`config.mk`:
```
export PLATFORM = sky130hd
export DESIGN_NAME = seq_scan_arbiter
export DESIGN_NICKNAME = d
export VERILOG_FILES = /design/src/rtl/seq_scan_arbiter_pkg.sv /design/src/rtl/seq_match_core.sv /design/src/rtl/seq_scan_arbiter.sv
export SDC_FILE = /design/constraint.sdc
export NUM_CORES = 1
export LEC_CHECK = 0
export BUFFER_PORTS_ARGS = -buffer_cell sky130_fd_sc_hd__clkbuf_2
export CAP_MARGIN = 10
export CORE_UTILIZATION = 25
export DETAILED_ROUTE_END_ITERATION = 10
export PLACE_DENSITY = 0.49
export SLEW_MARGIN = 10
export SYNTH_ARGS = -nofsm -noshare
export SYNTH_HDL_FRONTEND = slang
export SYNTH_SLANG_ARGS = --single-unit
```
`constraint.sdc`:
```
create_clock -name clk -period 3.5 [get_ports clk]
set_input_delay 0.175 -clock clk [delete_from_list [all_inputs] [get_ports clk]]
set_output_delay 0.175 -clock clk [all_outputs]
set_load 0.005 [all_outputs]
```
`src/rtl/seq_scan_arbiter_pkg.sv`:
```
// Shared definitions for the sequence-scan arbiter.
// Contents:
//   state_t          - FSM encoding (IDLE -> SHIFT -> REPORT -> IDLE)
//   DEFAULT_PATTERN  - pattern loaded at reset (LSBs used, zero-extended)
//   match_w()        - width of the per-frame match counter
//   default_pattern()- DEFAULT_PATTERN trimmed/zero-extended to a pattern length
package seq_scan_arbiter_pkg;

  typedef enum logic [1:0] {
    ST_IDLE   = 2'd0,
    ST_SHIFT  = 2'd1,
    ST_REPORT = 2'd2
  } state_t;

  localparam logic [3:0] DEFAULT_PATTERN = 4'b1011;

  // At most FRAME_LEN-PAT_LEN+1 matches fit in one frame, so this width can
  // never overflow.
  function automatic int match_w(input int frame_len, input int pat_len);
    return $clog2(frame_len - pat_len + 2);
  endfunction

  // Keep only the pat_len LSBs of DEFAULT_PATTERN; upper bits read as zero.
  function automatic logic [31:0] default_pattern(input int pat_len);
    logic [31:0] p;
    p = 32'(DEFAULT_PATTERN);
    for (int i = 0; i < 32; i++) begin
      if (i >= pat_len) p[i] = 1'b0;
    end
    return p;
  endfunction

endpackage

```
`src/rtl/seq_match_core.sv`:
```
// Serial pattern detector with overlapping-match counter.
// Ports:
//   clk, rst_n  - clock, async active-low reset
//   clear       - start of a new frame: drop history and zero the count
//   bitValid    - bitIn carries a frame bit this cycle
//   bitIn       - serial frame bit (MSB of the frame first)
//   pattern     - active pattern, MSB = oldest bit
//   matchCount  - running match total INCLUDING the bit presented this cycle,
//                 so the owner can capture the final total on the edge that
//                 shifts in the last bit
module seq_match_core
  import seq_scan_arbiter_pkg::*;
#(
  parameter int FRAME_LEN = 16,
  parameter int PAT_LEN   = 4,
  localparam int MATCH_W  = match_w(FRAME_LEN, PAT_LEN)
) (
  input  logic               clk,
  input  logic               rst_n,
  input  logic               clear,
  input  logic               bitValid,
  input  logic               bitIn,
  input  logic [PAT_LEN-1:0] pattern,
  output logic [MATCH_W-1:0] matchCount
);

  localparam int FILL_W = $clog2(PAT_LEN + 1);
  localparam logic [FILL_W-1:0] FILL_FULL = FILL_W'(PAT_LEN);

  logic [PAT_LEN-1:0] hist_q;
  logic [FILL_W-1:0]  fill_q;
  logic [MATCH_W-1:0] count_q;

  logic [PAT_LEN:0]   shifted;
  logic [PAT_LEN-1:0] hist_d;
  logic [FILL_W-1:0]  fill_d;
  logic               hit;

  // fill counts bits seen this frame, saturating at PAT_LEN; a window only
  // counts once it is made entirely of bits from the current frame.
  always_comb begin
    shifted = {hist_q, bitIn};
    hist_d  = shifted[PAT_LEN-1:0];
    fill_d  = (fill_q == FILL_FULL) ? fill_q : fill_q + FILL_W'(1);
    hit     = bitValid && (fill_d == FILL_FULL) && (hist_d == pattern);
  end

  assign matchCount = count_q + MATCH_W'(hit);

  always_ff @(posedge clk or negedge rst_n) begin
    if (!rst_n) begin
      hist_q  <= '0;
      fill_q  <= '0;
      count_q <= '0;
    end else if (clear) begin
      hist_q  <= '0;
      fill_q  <= '0;
      count_q <= '0;
    end else if (bitValid) begin
      hist_q  <= hist_d;
      fill_q  <= fill_d;
      count_q <= matchCount;
    end
  end

endmodule

```
`src/rtl/seq_scan_arbiter.sv`:
```
// Round-robin frame arbiter feeding a serial pattern detector.
// Ports:
//   clk, rst_n  - clock, async active-low reset
//   req         - per-channel frame request (level)
//   frameData   - channel c frame at [c*FRAME_LEN +: FRAME_LEN], MSB first
//   cfgWe       - pattern write strobe (accepted only in IDLE)
//   cfgPattern  - new pattern, MSB = oldest bit
//   gnt         - one-hot grant, high for the first SHIFT cycle only
//   busy        - high in SHIFT and REPORT
//   done        - one-cycle completion pulse
//   doneId      - channel of the last completed frame (held until next done)
//   matchCount  - matches in that frame (held until next done)
//   cfgErr      - one-cycle pulse for a pattern write rejected while busy
// Handshake: done is a valid-only strobe (no ready); doneId/matchCount are
// valid in the done cycle and stay stable until the next done.
module seq_scan_arbiter
  import seq_scan_arbiter_pkg::*;
#(
  parameter int NUM_CH    = 4,
  parameter int FRAME_LEN = 16,
  parameter int PAT_LEN   = 4,
  localparam int ID_W     = (NUM_CH > 1) ? $clog2(NUM_CH) : 1,
  localparam int MATCH_W  = match_w(FRAME_LEN, PAT_LEN)
) (
  input  logic                        clk,
  input  logic                        rst_n,
  input  logic [NUM_CH-1:0]           req,
  input  logic [NUM_CH*FRAME_LEN-1:0] frameData,
  input  logic                        cfgWe,
  input  logic [PAT_LEN-1:0]          cfgPattern,
  output logic [NUM_CH-1:0]           gnt,
  output logic                        busy,
  output logic                        done,
  output logic [ID_W-1:0]             doneId,
  output logic [MATCH_W-1:0]          matchCount,
  output logic                        cfgErr
);

  localparam int CNT_W = (FRAME_LEN > 1) ? $clog2(FRAME_LEN) : 1;
  localparam logic [CNT_W-1:0]   LAST_BIT    = CNT_W'(FRAME_LEN - 1);
  localparam logic [31:0]        RESET_PAT32 = default_pattern(PAT_LEN);
  localparam logic [PAT_LEN-1:0] RESET_PAT   = RESET_PAT32[PAT_LEN-1:0];
  // Pointer at the last channel makes channel 0 the first candidate.
  localparam logic [ID_W-1:0]    LAST_CH     = ID_W'(NUM_CH - 1);

  state_t               state_q;
  logic [ID_W-1:0]      last_q;
  logic [ID_W-1:0]      cur_q;
  logic [FRAME_LEN-1:0] frame_q;
  logic [CNT_W-1:0]     cnt_q;
  logic [PAT_LEN-1:0]   pattern_q;

  logic                 win_found;
  logic [ID_W-1:0]      win_id;
  logic [ID_W-1:0]      cand;
  int                   idx;
  logic                 grant;
  logic [MATCH_W-1:0]   core_count;

  // Scan channels starting one after the last granted channel.
  always_comb begin
    win_found = 1'b0;
    win_id    = '0;
    cand      = '0;
    idx       = 0;
    for (int i = 1; i <= NUM_CH; i++) begin
      idx = int'(last_q) + i;
      if (idx >= NUM_CH) idx = idx - NUM_CH;
      cand = idx[ID_W-1:0];
      if (!win_found && req[cand]) begin
        win_found = 1'b1;
        win_id    = cand;
      end
    end
  end

  assign grant = (state_q == ST_IDLE) && win_found;

  seq_match_core #(
    .FRAME_LEN (FRAME_LEN),
    .PAT_LEN   (PAT_LEN)
  ) u_core (
    .clk        (clk),
    .rst_n      (rst_n),
    .clear      (grant),
    .bitValid   (state_q == ST_SHIFT),
    .bitIn      (frame_q[FRAME_LEN-1]),
    .pattern    (pattern_q),
    .matchCount (core_count)
  );

  always_ff @(posedge clk or negedge rst_n) begin
    if (!rst_n) begin
      state_q    <= ST_IDLE;
      last_q     <= LAST_CH;
      cur_q      <= '0;
      frame_q    <= '0;
      cnt_q      <= '0;
      pattern_q  <= RESET_PAT;
      gnt        <= '0;
      busy       <= 1'b0;
      done       <= 1'b0;
      doneId     <= '0;
      matchCount <= '0;
      cfgErr     <= 1'b0;
    end else begin
      gnt    <= '0;
      done   <= 1'b0;
      cfgErr <= 1'b0;

      // A write on the grant edge lands before the first compare of the frame.
      if (cfgWe) begin
        if (state_q == ST_IDLE) pattern_q <= cfgPattern;
        else                    cfgErr    <= 1'b1;
      end

      case (state_q)
        ST_IDLE: begin
          if (win_found) begin
            state_q <= ST_SHIFT;
            busy    <= 1'b1;
            gnt     <= NUM_CH'(1) << win_id;
            last_q  <= win_id;
            cur_q   <= win_id;
            frame_q <= frameData[win_id*FRAME_LEN +: FRAME_LEN];
            cnt_q   <= '0;
          end
        end
        ST_SHIFT: begin
          frame_q <= frame_q << 1;
          cnt_q   <= cnt_q + CNT_W'(1);
          if (cnt_q == LAST_BIT) begin
            // core_count already includes the bit shifted on this edge.
            state_q    <= ST_REPORT;
            done       <= 1'b1;
            doneId     <= cur_q;
            matchCount <= core_count;
          end
        end
        ST_REPORT: begin
          state_q <= ST_IDLE;
          busy    <= 1'b0;
        end
        default: begin
          state_q <= ST_IDLE;
          busy    <= 1'b0;
        end
      endcase
    end
  end

endmodule

```
==> results of run 1 <==
-- per-stage QoR --
stage                util  cell area, um2  hold WS (ps)  cells  setup slack [ps]
floorplan               -            2820          -121    251              1530
global placement    0.307            3360           262    468              1320
detailed placement  0.307            3360           264    468              1320
CTS                 0.322            3520           113    477              1300
global route        0.322            3520           114    477              1130
finish              0.322            3520           118    477              1290
-- per-layer routing --
layer / GRT usage / vias to the layer above / wire length [um]
met4: 0.0319 / 0 / 68
li1: - / 1107 / -
met2: 0.196 / 72 / 3130
met1: 0.161 / 1071 / 2990
met3: 0.0271 / 7 / 355
met5: 0 / - / 0
-- power breakdown --
group          switching [W]  leakage [nW]  internal [W]
clock               0.000212        0.0712      0.000286
combinational       0.000563         0.960      0.000507
sequential          0.000175         0.661      0.000877
-- logic make-up after synthesis --
logic type	after synthesis	share of synthesized area
buffers and inverters	19	0.0443
and+or+nand+nor	61	0.113
AOI/OAI and AO/OA	66	0.180
xor gates and xnor gates	5	0.0155
DFF	53	0.472
muxes	42	0.153
adders and majority gates	5	0.0222
-- sequential cells by signal, indices dropped and copies added (netlist names), 2 cells and up --
signal and cells:
cnt_q 4, cur_q 2, doneId 2, frame_q 16
gnt 4, last_q 2, matchCount 4, pattern_q 4
state_q 2, u_core.count_q 4, u_core.fill_q 3, u_core.hist_q 3
-- worst register-to-register path, cell delays in order (launching register included) --
cell and delay (ps):
dfstp_2 560, mux2i_1 180, o22ai_1 160, nor2_4 340, buf_4 340, mux2i_1 320
o221ai_1 140
-- cell usage after synthesis, drive strengths merged, types with 9 or more instances --
library cell / n / area (um2)
nor2: 16 / 75.1
mux2: 9 / 101
o221ai: 15 / 169
buf: 10 / 91.3
a22oi: 15 / 113
o21ai: 14 / 70.1
a21oi: 10 / 50.1
dfrtp: 48 / 1200
mux2i: 33 / 330
nand2: 21 / 86.3
-- final timing paths --
check	from	to	slack (ps)	cells past startpoint
setup / recovery	last_q[1]	frame_q[1]	1290	6
hold / removal	cfgPattern[3]	pattern_q[3]	120	2
min in group asynchronous	rst_n	matchCount[0]	460	2
hold reg to reg	cur_q[1]	cur_q[1]	490	2
setup reg to reg	last_q[1]	frame_q[1]	1290	6
max in group asynchronous	rst_n	last_q[1]	2170	3
-- cells in the final DEF, fill, tap and decap left out, types with 3 or more instances in the layout --
cell / count
mux2_2: 9
inv_1: 5
clkbuf_2: 87
dfrtp_1: 48
a21oi_1: 10
o221ai_1: 9
a22oi_1: 15
buf_4: 4
mux2i_1: 33
nand2b_1: 5
clkbuf_16: 5
o221ai_2: 6
o21ai_0: 13
nor2_1: 14
ha_1: 5
nand2_1: 20
nand3_1: 4
xnor2_1: 3
dfstp_2: 5
-- layout make-up --
cell class / instances / area (um2) / area share
sequential: 53 / 1330 / 0.379
clock buffer: 8 / 146 / 0.0416
inverter: 5 / 18.8 / 0.00533
multi-input combinational: 179 / 1370 / 0.389
tap: 140 / 175 / 0.0498
timing repair buffer: 92 / 475 / 0.135
-- timing repair --
item                                   CTS  global route
endpoints found under the hold margin   22             0
gates resized for setup                  0             0
hold buffers                             1             0
setup buffers                            0             0
==> flow_metrics.py, run 1 <==
metrics = {
    "synthesis": {
        "syn_nets": 331,
        "syn_inst": 251,
        "syn_area_um2": 2820,
        "ys_ff_latch": 53,
        "synth-main-ff-cell": "dfrtp_1",
        "yosysUniqueCellTypes": 44,
        "synthArstFlopShare": 1.00,
        "syn_avg_cell_area_um2": 11.3,
        "yosysWarnings": 0,
        "synth.yosys.seq_area_share": 0.472,
        "synth_edf_count": 0,
    },
    "timing": {
        "fin_skew_ps": 3.69,
        "fmax_ghz": 0.452,
        "hold_viol_final": 0,
        "setup_viol": 0,
        "rsz0062_at_grt": "false",
        "fin_crit_sh": 0.632,
        "finalCriticalPeriod_ps": 2210,
        "worstMarginPinSlew_ps": 955,
        "tns_ps": 0,
        "drv_slew": 0,
        "slew_headroom": 0.363,
    },
    "clock_network": {
        "clk_pin_slew_ps": 70,
        "root_buffer": "clkbuf_16",
        "clock_tree.buffer_depth": 2,
        "clkSinkCount": 53,
        "cts_tree": "done",
        "cts_buffers": 5,
        "htreeDepth": 2,
        "clock_latency_ps": 290,
    },
    "power": {
        "ir_drop_v": 0.000276,
        "power_w": 0.00262,
        "leakage_nw": 1.69,
        "p_per_area_nw_per_um2": 744,
    },
    "route": {
        "drt_iter0_drc": 114,
        "viasPerCell": 4.73,
        "wl_um": 6550,
        "drc": 0,
        "dr_total_vias": 2257,
        "drt-wirelength-per-cell_um": 13.7,
        "firstDrtPassIters": 4,
        "ant_nets": 0,
    },
    "floorplanning": {
        "io_pins": 88,
        "core_um2": 10900,
        "die_h_um": 108,
        "start_util": 0.258,
        "die_area_um2": 11700,
        "rows": 38,
        "die_w_um": 108,
    },
    "placed_design": {
        "place_hpwl_um": 4850,
        "gp_congestion": 0.702,
        "io_buffers": 87,
    },
    "critical_path": {
        "crit_required_ps": 3620,
        "start_kind": "flop",
        "cp-end-kind": "flop",
        "crit_type": "reg -> reg",
        "path_max_fanout": 16,
        "crit_chain": "mux2i_1 > o22ai_1 > nor2_4 > buf_4 > mux2i_1 > o221ai_1",
        "crit_buf_inv": 1,
        "cp_common_cell": "mux2i_1",
        "critPathTopFamily": "flip-flops",
        "cp.arrival_ps": 2330,
        "slowest_delay_ps": 560,
        "cpMaxStageDelayCell": "dfstp_2",
    },
    "status": {
        "status": "complete, no violations",
    },
    "global_routing": {
        "grt_max_degree": 29,
        "grt_pass1_wl_um": 11000,
        "first_global_vias": 2243,
        "grtUsageTotal": 0.120,
        "overflow": 0,
        "antenna_found_initial": 0,
    },
    "finish": {
        "diodes": 0,
        "fin_nets": 416,
        "drive_gt1_frac": 0.368,
        "fillers": 1126,
        "syn_to_final_growth_pct": 24.6,
    },
    "flow_run": {
        "maxCapViolations": 0,
    },
    "min_path": {
        "hp-class": "in -> reg",
    },
}
Power figures use the tool's default switching activity.
==> run 2: changes to the inputs <==
ABC_AREA = 1   (was default)
clock period = 1.8 ns   (was 3.5 ns; I/O delays follow)
==> run 2 against run 1 <==
Against the previous run:
- clock skew is 4.4 ps higher
- worst hold slack worse by 88 ps
- synthesized area is 22% higher
- the flow now finishes with violations (setup timing)
- count of clock-buffer cells in the layout is 3 lower
==> flow_metrics.py, run 2 <==
metrics = {
    "status": {
        "status": "complete, but fails checks",
        "violations": "setup timing",
    },
    "critical_path": {
        "critPathTopFamily": "simple AND/OR/NAND/NOR gates",
        "crit_buf_inv": 2,
        "crit_required_ps": 1990,
        "crit_chain": "inv_4 > nand2_1 > nand2_2 > nand2_2 > nand2_4 > nor2_8 > nand3_4 > nand3_4 > clkbuf_16 > nand2_1 > nand3_1 > nand2_1 > nand2_1 > nand2_1",
        "slowest_delay_ps": 610,
        "rrSetupSlack_ps": -270,
        "cp-end-kind": "flop",
        "crit_type": "reg -> reg",
        "path_max_fanout": 9,
        "cpMaxStageDelayCell": "dfstp_2",
        "cp.arrival_ps": 2260,
        "cp_common_cell": "nand2_1",
        "start_kind": "flop",
    },
    "synthesis": {
        "synth-compound-area-share": 0.0727,
        "yosys.cell_count.top_type": "nand2_1",
        "yosys.area_share.simple": 0.315,
        "synthArstFlopShare": 1.00,
        "ys_ff_latch": 53,
        "yosys.area_share.xor_xnor": 0.0204,
        "syn_avg_cell_area_um2": 7.16,
        "syn_nets": 561,
        "synth.yosys.seq_area_share": 0.387,
        "synth_top_area_frac": 0.349,
        "synth_edf_count": 0,
        "yosysUniqueCellTypes": 36,
        "synth_mux_area_frac": 0.0229,
        "syn_inst": 481,
        "yosysWarnings": 0,
        "synth.area.top_cells": "dfrtp_1, nand2_1, inv_1",
        "synth_top_family_by_area": "simple AND/OR/NAND/NOR gates",
        "synth-main-ff-cell": "dfrtp_1",
        "syn_area_um2": 3440,
        "yosys.area.top_type": "dfrtp_1",
        "synthTopCellsByCount": "nand2_1, inv_1, nand3_1",
        "synth_adder_area_share": 0.0182,
    },
    "power": {
        "seq_power_share": 0.175,
        "ir_drop_v": 0.000884,
        "switchingPower_w": 0.00523,
        "p_int_w": 0.00641,
        "leakage_nw": 2.91,
        "p_comb_frac": 0.729,
        "p_sw_frac": 0.449,
        "clockPowerShare": 0.096,
        "p_per_area_nw_per_um2": 2240,
    },
    "clock_network": {
        "cts_tree": "done",
        "clock_latency_ps": 290,
        "clkSinkCount": 53,
        "cts_buffers": 5,
        "clock_tree.buffer_depth": 2,
        "root_buffer": "clkbuf_16",
        "htreeDepth": 2,
        "clk_pin_slew_ps": 80,
    },
    "route": {
        "dr_total_vias": 3446,
        "drc": 0,
        "firstDrtPassIters": 4,
        "viasPerCell": 4.31,
        "drt_iter0_drc": 169,
        "wl_um": 9920,
        "ant_nets": 0,
        "drt-wirelength-per-cell_um": 12.4,
    },
    "timing": {
        "fin_crit_sh": 1.15,
        "finalCriticalPeriod_ps": 2070,
        "fin_skew_ps": 8.13,
        "drv_slew": 0,
        "fmax_ghz": 0.483,
        "setup_viol": 39,
        "final.setup.worst_slack_ps": -269,
        "slew_headroom": 0.779,
        "rsz0062_at_grt": "true",
        "hold_viol_final": 0,
        "worstMarginPinSlew_ps": 332,
        "hold_ws_ps": 30.0,
    },
    "global_routing": {
        "grt_pass1_wl_um": 16500,
        "grt_max_degree": 54,
        "overflow": 0,
        "grtUsageTotal": 0.142,
        "first_global_vias": 3522,
        "antenna_found_initial": 0,
    },
    "finish": {
        "regMostFlops": "frame_q",
        "syn_to_final_growth_pct": 51.2,
        "fillers": 1415,
        "final_cell_mix": "nand2_1, inv_1, clkbuf_2",
        "final_common_cell": "nand2_1",
        "diodes": 0,
        "fin_nets": 703,
        "ff_latch_area_um2": 1330,
        "multi_input_area_um2": 1870,
        "largest_reg_flops": 16,
        "layout.cells.non_filler": 800,
        "drive_gt1_frac": 0.401,
    },
    "placed_design": {
        "io_buffers": 87,
        "dp_cells": 760,
        "place_hpwl_um": 6490,
        "gp_congestion": 0.809,
    },
    "floorplanning": {
        "die_h_um": 119,
        "die_area_um2": 14200,
        "start_util": 0.258,
        "die_w_um": 119,
        "rows": 42,
        "core_um2": 13300,
        "io_pins": 88,
    },
    "min_path": {
        "hp-class": "in -> reg",
    },
    "flow_run": {
        "maxCapViolations": 0,
    },
}
## run 2: worst paths after layout
kind,from,to,cells after the start
max,last_q[0],frame_q[2],14
min in group asynchronous,rst_n,doneId[0],3
max reg2reg,last_q[0],frame_q[2],14
min reg2reg,frame_q[0],frame_q[0],2
max in group asynchronous,rst_n,pattern_q[3],3
min,cfgPattern[1],pattern_q[1],2
## run 2: layout make-up
| type | count | share of cell area |
|---|---|---|
| Multi-Input combinational cell | 294 | 0.358 |
| Sequential cell | 53 | 0.256 |
| Timing Repair Buffer | 152 | 0.221 |
| Inverter | 116 | 0.0870 |
| Tap cell | 176 | 0.0423 |
| Clock buffer | 5 | 0.0240 |
| Clock inverter | 3 | 0.00962 |
| Timing Repair inverter | 1 | 0.00168 |
## run 2: cell families (layout without fill, tap and decap cells)
kind of cell | Yosys count | after routing
muxes | 7 | 7
adders and majority gates | 5 | 5
AOI/OAI and AO/OA | 39 | 39
DFF | 53 | 53
buffers and inverters | 135 | 277
and+or+nand+nor | 234 | 235
xor gates and xnor gates | 8 | 8
## run 2: timing repair
item,CTS,global route
pin swaps,17,22
buffers inserted,20,4
endpoints found under the hold margin,49,0
setup endpoints to repair,42,44
gates resized for setup,51,37
hold buffers,2,0
gates cloned,5,3
## run 2: metal layers
layer / track usage / wire length [um] / share of wire / vias up
li1: - / - / - / 1766
met1: 0.198 / 4780 / 0.48 / 1574
met2: 0.230 / 4620 / 0.47 / 93
met3: 0.0177 / 372 / 0.037 / 13
met4: 0.0359 / 150 / 0.015 / 0
met5: 0 / 0 / 0 / -
## run 2: stage by stage
stage | setup TNS, ps | total power, W | worst slack, ps | area (um2) | utilization
2_1_floorplan | -1110 | 0.00642 | -150 | 3540 | -
3_3_place_gp | -4840 | 0.00786 | -222 | 4370 | 0.327
3_5_place_dp | -7720 | 0.00797 | -270 | 4370 | 0.327
4_1_cts | -5770 | 0.0109 | -244 | 5000 | 0.375
5_1_grt | -11630 | 0.0126 | -398 | 5200 | 0.390
6_report | -6950 | 0.0116 | -269 | 5200 | 0.390
## run 2: power groups by stage
stage               combinational, W  sequential [W]  clock [W]
detailed placement           0.00592         0.00204          0
floorplan                    0.00444         0.00198          0
global placement             0.00583         0.00203          0
finish                       0.00849         0.00204    0.00112
global route                 0.00928         0.00210    0.00120
CTS                          0.00774         0.00202    0.00115
==> run 3: changes to the inputs <==
==> constraint.sdc (replaced) <==
create_clock -name clk -period 1.8 [get_ports clk]
set_input_delay 0.18 -clock clk [delete_from_list [all_inputs] [get_ports clk]]
set_output_delay 0.18 -clock clk [all_outputs]
set_load 0.005 [all_outputs]
==> run 3 against run 2 <==
Against the previous run:
- the run still ends with setup timing left
- critical endpoint unchanged
- utilization up 4.0 points
- sequential share of layout area is 2.4 points lower
- count of clock-buffer cells in the layout did not move
- combinational power grew 16%
- setup slack lost 13 ps
==> flow_metrics.py, run 3 (same netlist as run 2, synthesis figures left out) <==
metrics = {
    "finish": {
        "final_common_cell": "inv_1",
        "syn_to_final_growth_pct": 66.6,
        "regMostFlops": "frame_q",
        "drive_gt1_frac": 0.505,
        "diodes": 0,
        "fin_nets": 709,
        "fillers": 1364,
        "largest_reg_flops": 16,
        "stdcell_area_um2": 5740,
        "final_cell_mix": "inv_1, clkbuf_2, nand2_1",
    },
    "placed_design": {
        "dpl-instance-area_um2": 4370,
        "io_buffers": 87,
        "place_hpwl_um": 6370,
        "gp_congestion": 0.792,
    },
    "global_routing": {
        "grt_max_degree": 54,
        "first_global_vias": 3538,
        "antenna_found_initial": 0,
        "grt_pass1_wl_um": 16400,
        "grtUsageTotal": 0.143,
        "overflow": 0,
    },
    "power": {
        "power_w": 0.0130,
        "leakage_nw": 3.11,
        "p_per_area_nw_per_um2": 2270,
        "ir_drop_v": 0.000928,
    },
    "clock_network": {
        "clock_latency_ps": 300,
        "htreeDepth": 2,
        "cts_buffers": 5,
        "root_buffer": "clkbuf_16",
        "clk_pin_slew_ps": 80,
        "cts_tree": "done",
        "clkSinkCount": 53,
        "clock_tree.buffer_depth": 2,
    },
    "critical_path": {
        "crit_chain": "buf_6 > nand2_2 > nand2_2 > nand2_2 > buf_4 > o21ai_4 > nand2_4 > a21oi_4 > clkbuf_16 > nand3_1 > nand2_1 > nand2_1 > nand2_1",
        "slowest_delay_ps": 620,
        "start_kind": "flop",
        "path_max_fanout": 8,
        "cp.arrival_ps": 2320,
        "cpMaxStageDelayCell": "dfstp_2",
        "crit_buf_inv": 3,
        "cp-end-kind": "flop",
        "crit_required_ps": 2040,
        "crit_type": "reg -> reg",
        "critPathTopFamily": "flip-flops",
    },
    "route": {
        "drt_iter0_drc": 166,
        "wl_um": 10800,
        "ant_nets": 0,
        "firstDrtPassIters": 4,
        "drt-wirelength-per-cell_um": 13.5,
        "drc": 0,
        "dr_total_vias": 3578,
        "viasPerCell": 4.44,
    },
    "timing": {
        "fmax_ghz": 0.480,
        "slew_headroom": 0.733,
        "finalCriticalPeriod_ps": 2080,
        "setup_viol": 44,
        "rsz0062_at_grt": "true",
        "hold_viol_final": 0,
        "worstMarginPinSlew_ps": 400,
        "drv_slew": 0,
        "final.setup.worst_slack_ps": -282,
        "fin_skew_ps": 7.93,
        "fin_crit_sh": 1.16,
    },
    "floorplanning": {
        "io_pins": 88,
        "rows": 42,
        "die_area_um2": 14200,
        "die_h_um": 119,
        "core_um2": 13300,
        "die_w_um": 119,
        "start_util": 0.258,
    },
    "min_path": {
        "hp-class": "in -> reg",
    },
    "status": {
        "status": "complete, but fails checks",
        "violations": "setup timing",
    },
    "flow_run": {
        "maxCapViolations": 0,
    },
}
## run 3: cell types whose count changed in the layout (fill, tap and decap cells not counted), sizes merged
cell,change
clkbuf,+3
dlygate4sd3,-1
buf,+3
inv,+1
## run 3: report_power, final
group          switching (W)  total, W  leakage (nW)  internal, W
combinational        0.00523   0.00984          2.38      0.00461
sequential          0.000303   0.00204         0.649      0.00174
clock               0.000468   0.00114        0.0859     0.000669
total                0.00600    0.0130          3.11      0.00702
## run 3: through the flow
stage | setup TNS (ps) | setup slack (ps) | instances | hold slack (ps) | utilization
after floorplan | -1110 | -150 | 481 | -116 | -
after global placement | -4760 | -221 | 760 | 207 | 0.327
after detailed placement | -7460 | -290 | 760 | 208 | 0.327
after CTS | -6120 | -228 | 793 | 88.7 | 0.385
after global routing | -12460 | -405 | 806 | 92.2 | 0.430
final | -8190 | -282 | 806 | 95.4 | 0.430
## run 3: worst min-delay path, delay by kind of cell
family | cells | cell delay [ps]
buffers and inverters | 2 | 140
AND/OR/NAND/NOR | 1 | 30
## run 3: worst paths after layout
check / startpoint / to / slack, ps / depth (start not counted)
setup reg to reg: last_q[0] / frame_q[2] / -280 / 13
max in group asynchronous: rst_n / last_q[1] / 1080 / 3
hold reg to reg: frame_q[0] / frame_q[0] / 490 / 2
min in group asynchronous: rst_n / matchCount[2] / 420 / 3
hold / removal: cfgWe / cfgErr / 100 / 3
setup / recovery: last_q[0] / frame_q[2] / -280 / 13
## run 3: final cells by class
type,instances,area [um2],share of cell area
clock buffers,5,125,0.0218
clock inverters,3,50.0,0.00873
inverters,116,463,0.0807
multi-input cells,294,2230,0.390
flip-flops and latches,53,1330,0.232
well taps,176,220,0.0384
repair buffers,157,1290,0.225
repair inverters,2,20.0,0.00349
## run 3: what timing repair did
action,4_1_cts,5_1_grt
endpoints found under the hold margin,48,0
hold buffers,1,0
pin swaps,11,46
gates resized for setup,95,89
gates cloned,7,6
setup buffers,17,9
endpoints found under the setup margin,43,44
## run 3: per-layer routing
| metal | part of all wire | GRT usage | wire length, um |
|---|---|---|---|
| met5 | 0 | 0 | 0 |
| met4 | 0.015 | 0.0383 | 163 |
| met3 | 0.033 | 0.0192 | 358 |
| met2 | 0.49 | 0.234 | 5290 |
| met1 | 0.46 | 0.196 | 5030 |
